===== src/rtl/seven_seg_scanner.sv =====
// -----------------------------------------------------------------------------
// seven_seg_scanner
//
// Multiplexed 4-digit seven-segment display driver. Takes four BCD time digits
// and an 8-bit brightness value and time-multiplexes them onto the board's
// active-low anode and cathode lines. Brightness is PWM within each digit slot.
// The upper four anodes of the 8-digit board are held dark.
//
// Each digit slot is 256 PWM ticks of CLK_DIV clocks each. Tick 0 of every
// slot is always blank. The new cathode pattern reaches the pins during that
// blank tick, so a digit never ghosts into its neighbour.
//
// Parameters:
//   CLK_DIV         clocks per PWM tick (>= 1), default 390 (~1 ms slot @ 100 MHz)
//
// Ports:
//   CLK100MHZ       in   1  system clock, all state on rising edge
//   Reset           in   1  asynchronous, active-high reset
//   BCD3..BCD0      in   4  hours tens / hours units / minutes tens / minutes units
//   PWM             in   8  brightness duty, 0 = dark, 255 = max
//   SegmentDrivers  out  8  anode enables, active-low, bit n = digit n
//   SevenSegment    out  8  cathodes, active-low, {dp,g,f,e,d,c,b,a}
//
// Configuration macro:
//   SS_LEADING_ZERO_BLANK_EN  when defined, a zero hours-tens digit is shown
//                             dark. Its anode still pulses, so timing is
//                             unchanged.
// -----------------------------------------------------------------------------
module seven_seg_scanner #(
    parameter int unsigned CLK_DIV = 390
) (
    input  logic       CLK100MHZ,
    input  logic       Reset,
    input  logic [3:0] BCD3,
    input  logic [3:0] BCD2,
    input  logic [3:0] BCD1,
    input  logic [3:0] BCD0,
    input  logic [7:0] PWM,
    output logic [7:0] SegmentDrivers,
    output logic [7:0] SevenSegment
);

    localparam int unsigned     PRE_W   = (CLK_DIV > 1) ? $clog2(CLK_DIV) : 1;
    localparam logic [PRE_W-1:0] PRE_MAX = PRE_W'(CLK_DIV - 1);

    logic [PRE_W-1:0] pre_q, pre_d;
    logic [7:0]       pwm_cnt_q, pwm_cnt_d;
    logic [1:0]       dig_q, dig_d;
    logic [7:0]       duty_q, duty_d;
    logic [7:0]       seg_q, seg_d;
    logic [7:0]       an_out_q, an_out_d;
    logic [7:0]       seg_out_q, seg_out_d;

    logic             tick;
    logic             slot_start;
    logic             lit;
    logic [3:0]       bcd_sel;

    // Active-low seven-segment decode with dp off. Non-decimal codes show a dash.
    function automatic logic [7:0] decode(input logic [3:0] bcd);
        case (bcd)
            4'd0:    decode = 8'hC0;
            4'd1:    decode = 8'hF9;
            4'd2:    decode = 8'hA4;
            4'd3:    decode = 8'hB0;
            4'd4:    decode = 8'h99;
            4'd5:    decode = 8'h92;
            4'd6:    decode = 8'h82;
            4'd7:    decode = 8'hF8;
            4'd8:    decode = 8'h80;
            4'd9:    decode = 8'h90;
            default: decode = 8'hBF;
        endcase
    endfunction

    always_comb begin
        // NOTE: every signal assigned here gets a default first, so no path
        // leaves a value unassigned and no latch is inferred.
        pre_d      = pre_q;
        pwm_cnt_d  = pwm_cnt_q;
        dig_d      = dig_q;
        duty_d     = duty_q;
        seg_d      = seg_q;
        slot_start = 1'b0;

        tick = (pre_q == PRE_MAX);
        if (tick) begin
            pre_d = '0;
        end else begin
            pre_d = pre_q + PRE_W'(1);
        end

        if (tick) begin
            pwm_cnt_d = pwm_cnt_q + 8'd1;
            // A slot starts on the edge where pwm_cnt wraps to 0. Coming out
            // of reset, pwm_cnt is already 0 without wrapping. For that reason
            // the first slot after reset keeps duty = 0 and stays dark.
            if (pwm_cnt_q == 8'hFF) begin
                dig_d      = dig_q + 2'd1;
                slot_start = 1'b1;
            end
        end

        // The digit source follows the new index, so the pattern latched at
        // slot start belongs to the digit that slot displays.
        case (dig_d)
            2'd0:    bcd_sel = BCD0;
            2'd1:    bcd_sel = BCD1;
            2'd2:    bcd_sel = BCD2;
            default: bcd_sel = BCD3;
        endcase

        if (slot_start) begin
            duty_d = PWM;
            seg_d  = decode(bcd_sel);
`ifdef SS_LEADING_ZERO_BLANK_EN
            if ((dig_d == 2'd3) && (BCD3 == 4'd0)) begin
                seg_d = 8'hFF;
            end
`endif
        end

        // pwm_cnt = 0 is never lit. That tick covers the cathode change.
        lit       = (pwm_cnt_q != 8'd0) && (pwm_cnt_q <= duty_q);
        an_out_d  = lit ? ~(8'b1 << dig_q) : 8'hFF;
        seg_out_d = seg_q;
    end

    // NOTE: sequential state uses non-blocking assignments only. Every flop
    // then samples the pre-edge values, whatever order the statements are in.
    always_ff @(posedge CLK100MHZ or posedge Reset) begin
        if (Reset) begin
            pre_q     <= '0;
            pwm_cnt_q <= 8'd0;
            dig_q     <= 2'd0;
            duty_q    <= 8'd0;
            seg_q     <= 8'hFF;
            an_out_q  <= 8'hFF;
            seg_out_q <= 8'hFF;
        end else begin
            pre_q     <= pre_d;
            pwm_cnt_q <= pwm_cnt_d;
            dig_q     <= dig_d;
            duty_q    <= duty_d;
            seg_q     <= seg_d;
            an_out_q  <= an_out_d;
            seg_out_q <= seg_out_d;
        end
    end

    assign SegmentDrivers = an_out_q;
    assign SevenSegment   = seg_out_q;

endmodule


===== config.mk =====
export PLATFORM = sky130hd
export DESIGN_NAME = seven_seg_scanner
export DESIGN_NICKNAME = d
export VERILOG_FILES = /design/src/rtl/seven_seg_scanner.sv
export SDC_FILE = /design/constraint.sdc
export NUM_CORES = 1
export LEC_CHECK = 0
export ABC_CLOCK_PERIOD_IN_PS = 2350
export CAP_MARGIN = 20
export CORE_ASPECT_RATIO = 0.6
export CORE_UTILIZATION = 48
export CTS_CLUSTER_DIAMETER = 30
export CTS_CLUSTER_SIZE = 14
export DETAILED_ROUTE_END_ITERATION = 8
export PLACE_DENSITY = 0.83
export SYNTH_ARGS = -nofsm -noshare
export SYNTH_HDL_FRONTEND = slang
export SYNTH_SLANG_ARGS = --single-unit
export TNS_END_PERCENT = 30

===== constraint.sdc =====
create_clock -name CLK100MHZ -period 2.35 [get_ports CLK100MHZ]
set_input_delay 0.705 -clock CLK100MHZ [delete_from_list [all_inputs] [get_ports CLK100MHZ]]
set_output_delay 0.705 -clock CLK100MHZ [all_outputs]
set_load 0.01 [all_outputs]

* Yosys cells after proc, flatten, opt, wreduce, memory -nomap -nowiden
Memories as Yosys holds them, arrays and structs flattened. A register that Yosys moved wholly into a read port is not among the register bits. Cells that the tools add are included.
Storage, ports and cells: flip-flop bits (word level) 51, bits in read-only memories 112, input bits 26, word-level logic and storage cells 28, memories kept 1
Memory list:
- (no name shown) | depth 16, bits a word 7, read ports 1, clocked after memory_dff 1, write ports 0, RTL line 61 | case (bcd)
Cells by class: add/sub/neg operators 3, $lt $le $gt $ge 1, eq/ne operators 4, shifts and indexed selects 1, multiplexer cells 7, bitwise operators 1, reductions and logical operators 3
Operators with widths (count):
- case mux 4 bit (3 select lines) | 1
- adder 9 x 1 -> 9 bit, second input constant | 1
- == test 9 bit, second input constant | 1
- two-way mux 9 bit | 1
- adder 8 x 1 -> 8 bit, second input constant | 1
- == test 8 bit, second input constant | 1
- less-or-equal comparator 8 bit | 1
- two-way mux 8 bit | 1
- inverter 8 bit | 1
- nonzero test 8 bit | 1
- left shift 1 x 2 -> 8 bit, first input constant | 1
- two-way mux 2 bit | 2
- adder 2 x 1 -> 2 bit, second input constant | 1
- == test 2 x 1 -> 1 bit, second input constant | 1
- == test 2 bit, second input constant | 1
- logical NOT 2 bit | 1
- two-way mux 1 bit | 2
- logical AND 1 bit | 1

* Longest topological paths before layout
Gate-level depths: netlist (run 1).
depth after elaboration 5, gate-level depth with buffers 11, depth with buffers taken out 10

* Worst setup path after synthesis (run 1)
No wires, ideal clock.
path type register to register, from reg dig_q[0], to reg seg_q[5], in the netlist seg_out_d[5], library setup time 84 ps, arrival time 2256 ps, required time 2266 ps, slack 10 ps, stages on the path, launching flop included 11, path buffers 2, clock period less this slack 2340 ps, cells stage by stage dfrtp_1 -> buf_6 -> inv_1 -> ha_1 -> clkbuf_1 -> mux4_1 -> mux2i_1 -> inv_1 -> ha_1 -> nor3_1 -> o31ai_1
Between the ends: cells in the longest elaborated chain, start to end 5, elaborated cells between the ends (all ways) 7, classes of those cells add/sub: 1; eq/ne: 2; mux: 3; reduce/logical: 1
RTL lines:
- start: declaration | RTL line 48 | logic [1:0] dig_q, dig_d;
- start signal: assignment | RTL line 143 | dig_q <= dig_d;
- adder 2 x 1 -> 2 bit | RTL line 99 | dig_d = dig_q + 2'd1;
- two-way mux 2 bit | RTL line 98 | if (pwm_cnt_q == 8'hFF) begin
- two-way mux 2 bit (*) | RTL line 93 | if (tick) begin
- == test 2 bit, or another cell as far along | RTL line 106 | case (dig_d)
- case mux 4 bit (3 select lines) (*) | RTL line 106
- end: declaration | RTL line 50 | logic [7:0] seg_q, seg_d;
Every way passes the cells marked *; elsewhere a longest branch is shown, timed or not. A chain may end at the register's enable or synchronous reset.

* Worst setup path in the final report (run 1)
from in BCD0[1], to reg seg_q[0], in the netlist seg_out_d[0]
Between the ends: cells in the longest elaborated chain, start to end 1
RTL lines:
- start: declaration | RTL line 37 | input logic [3:0] BCD0,
- case mux 4 bit (3 select lines) | RTL line 106
Every way passes these cells.

==> flow_summary.json, run 1 <==
{
  "outcome": "completed",
  "drtAntennaViolNets": 0,
  "swShare_pct": 23.9,
  "dp_hpwl_um": 3420,
  "p_seq_share_pct": 56.1,
  "grt_overflow": 0,
  "drv_slew": 0,
  "numClockSinks": 45,
  "critPathKind": "in -> reg",
  "drive_gt1_share_pct": 18.8,
  "cap_viol_max_count": 0,
  "syn_inst": 222,
  "cp.arrival_ps": 2490,
  "slew_headroom_pct": 63.1,
  "ys.warnings.count": 0,
  "switching_power_uw": 331,
  "crit-reg2reg-launch": "pre_q[1]$_DFF_PP0_",
  "synth_cell_types": 35,
  "routabilityCongestion": 0.799,
  "setup_ws_ps": 90.9,
  "rsz0062_at_grt": "no",
  "avgSynthCellArea_um2": 11.0,
  "reg2reg_slack_ps": 160,
  "die-area_um2": 5370,
  "period_share_pct": 96.1,
  "cp_max_fo": 4,
  "synthTopCellsByArea": "dfrtp_1 28%, dfstp_2 19%, ha_1 9.8%",
  "hp-class": "reg -> reg",
  "slowest_stage": "mux4_2",
  "critPathLaunch": "BCD0[1]",
  "start_util_pct": 51.5,
  "synth.most_common_cell": "dfrtp_1",
  "skew_ps": 7.46,
  "wl_per_cell_um": 13.4,
  "internal-power_mw": 1.05,
  "yosysTopAreaCell": "dfrtp_1",
  "ioPinCount": 42,
  "grt_pass1_wl_um": 7670,
  "antenna_found_initial": 0,
  "synthesis.area_um2": 2440,
  "yosys-top-cells-count": "27 x dfrtp_1, 25 x nand2_1, 19 x ha_1, 18 x dfstp_2, 18 x inv_1",
  "cts_root_buffer": "clkbuf_8",
  "multiInputGateArea_um2": 1160,
  "final.min_clock_period_ps": 2260,
  "dp.cells": 329,
  "end_kind": "flop",
  "crit_required_ps": 2580,
  "timing_hold_violations_final": 0,
  "p_clk_share_pct": 36.0,
  "cts.path.max_buffers": 2,
  "clk_latency_ps": 300,
  "power.density_nw_per_um2": 456,
  "cp_slowest_stage_delay_ps": 480,
  "yosysSeqAreaShare_pct": 47.1,
  "remaining_drc_errors": 0,
  "die_y_um": 57.2,
  "leakagePower_nw": 1.38,
  "pre_cts_ws_ps": -265,
  "h-tree-depth": 2,
  "vias": 1702,
  "critPathLaunchType": "primary input",
  "grt_use_total_pct": 18.9,
  "io_buffers": 36,
  "nNetsFinal": 320,
  "yosys_most_used_dff": "dfrtp_1",
  "vias_per_cell": 5.02,
  "syn2layout_area_growth_pct": 24.6,
  "register_area_um2": 1150,
  "peakVddDrop_mv": 0.274,
  "tightest_slew_ps": 553,
  "async_reset_ff_share_pct": 100,
  "die_width_um": 94.0,
  "pwr-share-comb_pct": 7.9,
  "path_clk_slew_ps": 90,
  "numCtsBuffers": 5,
  "cts_tree": "yes",
  "dr.pass1.iters": 4,
  "worstPathCellList": "clkdlybuf4s50_1 -> mux4_2 -> buf_4 -> or3_1 -> o21ai_2 -> a21oi_1 -> o21ai_1",
  "coreArea_um2": 4730,
  "worstHoldStart": "seg_out_d[5]$_DFFE_PP1P_",
  "antenna_cells": 0,
  "holdBufCountCts": 0,
  "fmax_mhz": 443,
  "yosysTopAreaCellShare_pct": 27.7,
  "stdcell_count": 339,
  "row_count": 19,
  "wl_um": 4530,
  "setup_viol": 0,
  "first_iter_violations": 126,
  "grt_pass1_vias": 1656,
  "ys_ff_latch": 45,
  "synth_edf_count": 0,
  "fillers": 386,
  "grt_max_degree": 46
}
## power groups by stage
stage	clock network, mW	registers [mW]	logic, mW
6_report	0.498	0.775	0.109
5_1_grt	0.545	0.776	0.121
4_1_cts	0.503	0.775	0.110
3_5_place_dp	0	0.789	0.109
3_3_place_gp	0	0.789	0.106
2_1_floorplan	0	0.789	0.0511
## cells in the final DEF, fill, tap and decap left out, types with 2 or more instances in the layout
cell type / n
nand4_1: 6
o21ai_0: 15
clkdlybuf4s50_1: 36
o31ai_1: 2
dfrtp_1: 27
and3_1: 3
ha_1: 19
mux2i_1: 5
dfstp_2: 18
mux4_1: 3
inv_1: 17
o21ai_1: 5
nor3_1: 2
a21oi_1: 5
buf_4: 17
xnor2_1: 10
nor2b_1: 3
clkbuf_8: 5
nand4bb_4: 2
nand2_1: 25
xor2_1: 5
nand3_1: 9
nor2_1: 14
conb_1: 5
mux4_2: 3
## metrics by stage
step | area (um^2) | utilization [%] | setup TNS [ps] | hold slack (ps) | total power, mW
2_1_floorplan | 2450 | - | 0 | 354 | 0.840
6_report | 3040 | 64.2 | 0 | 364 | 1.38
3_5_place_dp | 2930 | 61.9 | -1390 | 356 | 0.898
4_1_cts | 3020 | 63.8 | 0 | 368 | 1.39
5_1_grt | 3040 | 64.2 | 0 | 358 | 1.44
3_3_place_gp | 2930 | 61.9 | -1030 | 357 | 0.895
## layout make-up
class	instances	share of cell area, %
flip-flops and latches	45	37.8
clock inverters	3	0.783
repair buffers	53	16.1
well taps	63	2.60
multi-input cells	152	38.2
clock buffers	5	2.27
inverters	18	2.23
## critical path, delay by kind of cell
family	cells	cell delay, ps
compound gates	3	360
mux	1	480
simple gates	1	350
buf+inv	2	590
## flip-flops by register name, indices dropped and copies added (netlist names)
signal	count
SegmentDrivers	4
SevenSegment	7
dig_q	2
duty_q	8
pre_q	9
pwm_cnt_q	8
seg_out_d	7
## timing repair
item | CTS | global route
setup buffers | 0 | 2
endpoints found under the setup margin | 0 | 5
resized for setup | 0 | 2
## worst paths after layout
kind	endpoint	cells after the start
min in group asynchronous	duty_q[6]$_DFFE_PP0P_	3
max in group asynchronous	SegmentDrivers[0]$_DFF_PP1_	3
max	seg_out_d[0]$_DFFE_PP1P_	7
min reg2reg	SevenSegment[5]$_DFF_PP1_	0
min	SevenSegment[5]$_DFF_PP1_	0
max reg2reg	seg_out_d[4]$_DFFE_PP1P_	11
## layer usage
layer	vias to the layer above	global-route usage (%)	wire, um	share of wire (%)
met5	-	0	0	0
met4	0	4.18	22	0.49
met3	4	4.40	215	4.7
met2	46	26.2	1800	40
met1	793	29.9	2490	55
li1	859	-	-	-
## cells by family (layout without fill, tap and decap cells)
logic type,count (synthesis),in the layout,share of synthesized area (%)
simple gates,68,68,15.4
flops,45,45,47.1
compound gates,32,32,7.24
mux,13,13,9.09
xor+xnor,15,15,5.39
fa+ha+maj,19,19,9.76
buf+inv,29,79,5.85
other cells,1,5,0.154
Note: power is estimated with default switching activity, not from simulation.
==> run 2: changes to the inputs <==
--- a/config.mk
+++ b/config.mk
@@ -12,7 +12,9 @@
 export CTS_CLUSTER_DIAMETER = 30
 export CTS_CLUSTER_SIZE = 14
 export DETAILED_ROUTE_END_ITERATION = 8
+export GPL_ROUTABILITY_DRIVEN = 0
 export PLACE_DENSITY = 0.83
+export SETUP_SLACK_MARGIN = 0.15
 export SYNTH_ARGS = -nofsm -noshare
 export SYNTH_HDL_FRONTEND = slang
 export SYNTH_SLANG_ARGS = --single-unit
==> run 2 against run 1 <==
  * Routed wire length is 17% higher
  * Utilization is 1.8 points higher
  * Fmax is 0.92% lower
  * Cell count is 0.88% higher
  * Register-to-register slack better by 20 ps
  * Largest power group unchanged
  * Worst setup slack worse by 21 ps
  * Critical path type unchanged
  * Flip-flop and latch count stayed put
  * Clock power hardly changed
==> flow_summary.json, run 2 (same netlist as run 1, synthesis figures left out) <==
{
  "outcome": "completed",
  "slew_headroom_pct": 63.3,
  "cts_root_buffer": "clkbuf_8",
  "stdcell_count": 342,
  "skew_ps": 12.7,
  "die_y_um": 57.2,
  "critPathLaunchType": "primary input",
  "io_buffers": 36,
  "dp_hpwl_um": 3670,
  "cts_tree": "yes",
  "nNetsFinal": 323,
  "fmax_mhz": 439,
  "numCtsBuffers": 5,
  "drtAntennaViolNets": 0,
  "cp_max_fo": 3,
  "antenna_found_initial": 0,
  "cts.path.max_buffers": 2,
  "largest_reg_flops": 9,
  "start_util_pct": 51.5,
  "peakVddDrop_mv": 0.267,
  "setup_ws_ps": 69.8,
  "die-area_um2": 5370,
  "leakagePower_nw": 1.42,
  "p_total_mw": 1.40,
  "whs_ps": 366,
  "crit_required_ps": 2570,
  "tightest_slew_ps": 551,
  "remaining_drc_errors": 0,
  "drv_slew": 0,
  "wl_um": 5290,
  "numClockSinks": 45,
  "drive_gt1_share_pct": 23.3,
  "end_kind": "flop",
  "hp-class": "reg -> reg",
  "rsz0062_at_grt": "yes",
  "top_regs": "pre_q x9, duty_q x8, pwm_cnt_q x8",
  "grt_overflow": 0,
  "postLayoutCoreUtil_pct": 65.9,
  "row_count": 19,
  "h-tree-depth": 2,
  "register_area_um2": 1150,
  "first_iter_violations": 113,
  "critPathKind": "in -> reg",
  "grt_pass1_wl_um": 8160,
  "pre_cts_ws_ps": -281,
  "cap_viol_max_count": 0,
  "setup_viol": 0,
  "antenna_cells": 0,
  "reg2reg_slack_ps": 180,
  "vias_per_cell": 5.16,
  "final_cell_mix": "33 x clkdlybuf4s50_1, 26 x dfrtp_1, 25 x nand2_1",
  "grt_pass1_vias": 1692,
  "ioPinCount": 42,
  "path_clk_slew_ps": 90,
  "power.density_nw_per_um2": 449,
  "placed_area_um2": 2900,
  "timing_hold_violations_final": 0,
  "fin_area_um2": 3120,
  "dr.pass1.iters": 4,
  "cp.arrival_ps": 2500,
  "multiInputGateArea_um2": 1210,
  "vias": 1765,
  "period_share_pct": 97.0,
  "wl_per_cell_um": 15.5,
  "tns_ps": 0,
  "largest-register": "pre_q",
  "grt_use_total_pct": 19.8,
  "dp.cells": 324,
  "final_common_cell": "clkdlybuf4s50_1",
  "fillers": 352,
  "syn2layout_area_growth_pct": 28.0,
  "final.min_clock_period_ps": 2280,
  "grt_max_degree": 46,
  "clk_latency_ps": 300,
  "die_width_um": 94.0,
  "coreArea_um2": 4730
}
[run 2: worst max-delay path, cell delays in order]
cell and delay (ps):
clkdlybuf4s50_1 440, mux4_2 530, buf_4 170, o21ai_0 310, o21ai_4 110, a21oi_2 150, o21ai_1 80
[run 2: timing repair]
action | in CTS | in global routing
setup buffers | 3 | 7
hold buffers | 0 | 0
resized for setup | 6 | 13
pin swaps | 1 | 4
endpoints found under the setup margin | 5 | 6
[run 2: layout make-up]
cell class | count | share of cell area [%]
Multi-Input combinational cell | 152 | 38.7
Tap cell | 63 | 2.53
Clock inverter | 1 | 0.201
Inverter | 18 | 2.17
Timing Repair Buffer | 56 | 16.7
Clock buffer | 7 | 2.77
Sequential cell | 45 | 36.9
[run 2: layer usage]
metal,vias up,GRT usage (%),routed length (um)
met5,-,0,0
met4,0,4.18,33
met3,4,5.20,210
met2,39,29.9,2540
met1,868,29.0,2510
li1,854,-,-
[run 2: worst paths after layout]
| check | start | cells after the start | end |
|---|---|---|---|
| setup / recovery | BCD1[1] | 7 | seg_out_d[0]$_DFFE_PP1P_ |
| hold / removal | seg_out_d[3]$_DFFE_PP1P_ | 0 | SevenSegment[3]$_DFF_PP1_ |
| setup reg to reg | pre_q[1]$_DFF_PP0_ | 11 | seg_out_d[0]$_DFFE_PP1P_ |
| hold reg to reg | seg_out_d[3]$_DFFE_PP1P_ | 0 | SevenSegment[3]$_DFF_PP1_ |
| max in group asynchronous | Reset | 3 | pre_q[0]$_DFF_PP0_ |
| min in group asynchronous | Reset | 3 | pre_q[2]$_DFF_PP0_ |
[run 2: power by group]
| group | leakage (nW) | internal [mW] | switching [mW] | total (mW) |
|---|---|---|---|---|
| Clock | 0.0488 | 0.240 | 0.261 | 0.501 |
| Sequential | 0.510 | 0.775 | 0 | 0.775 |
| Combinational | 0.865 | 0.0660 | 0.0568 | 0.123 |
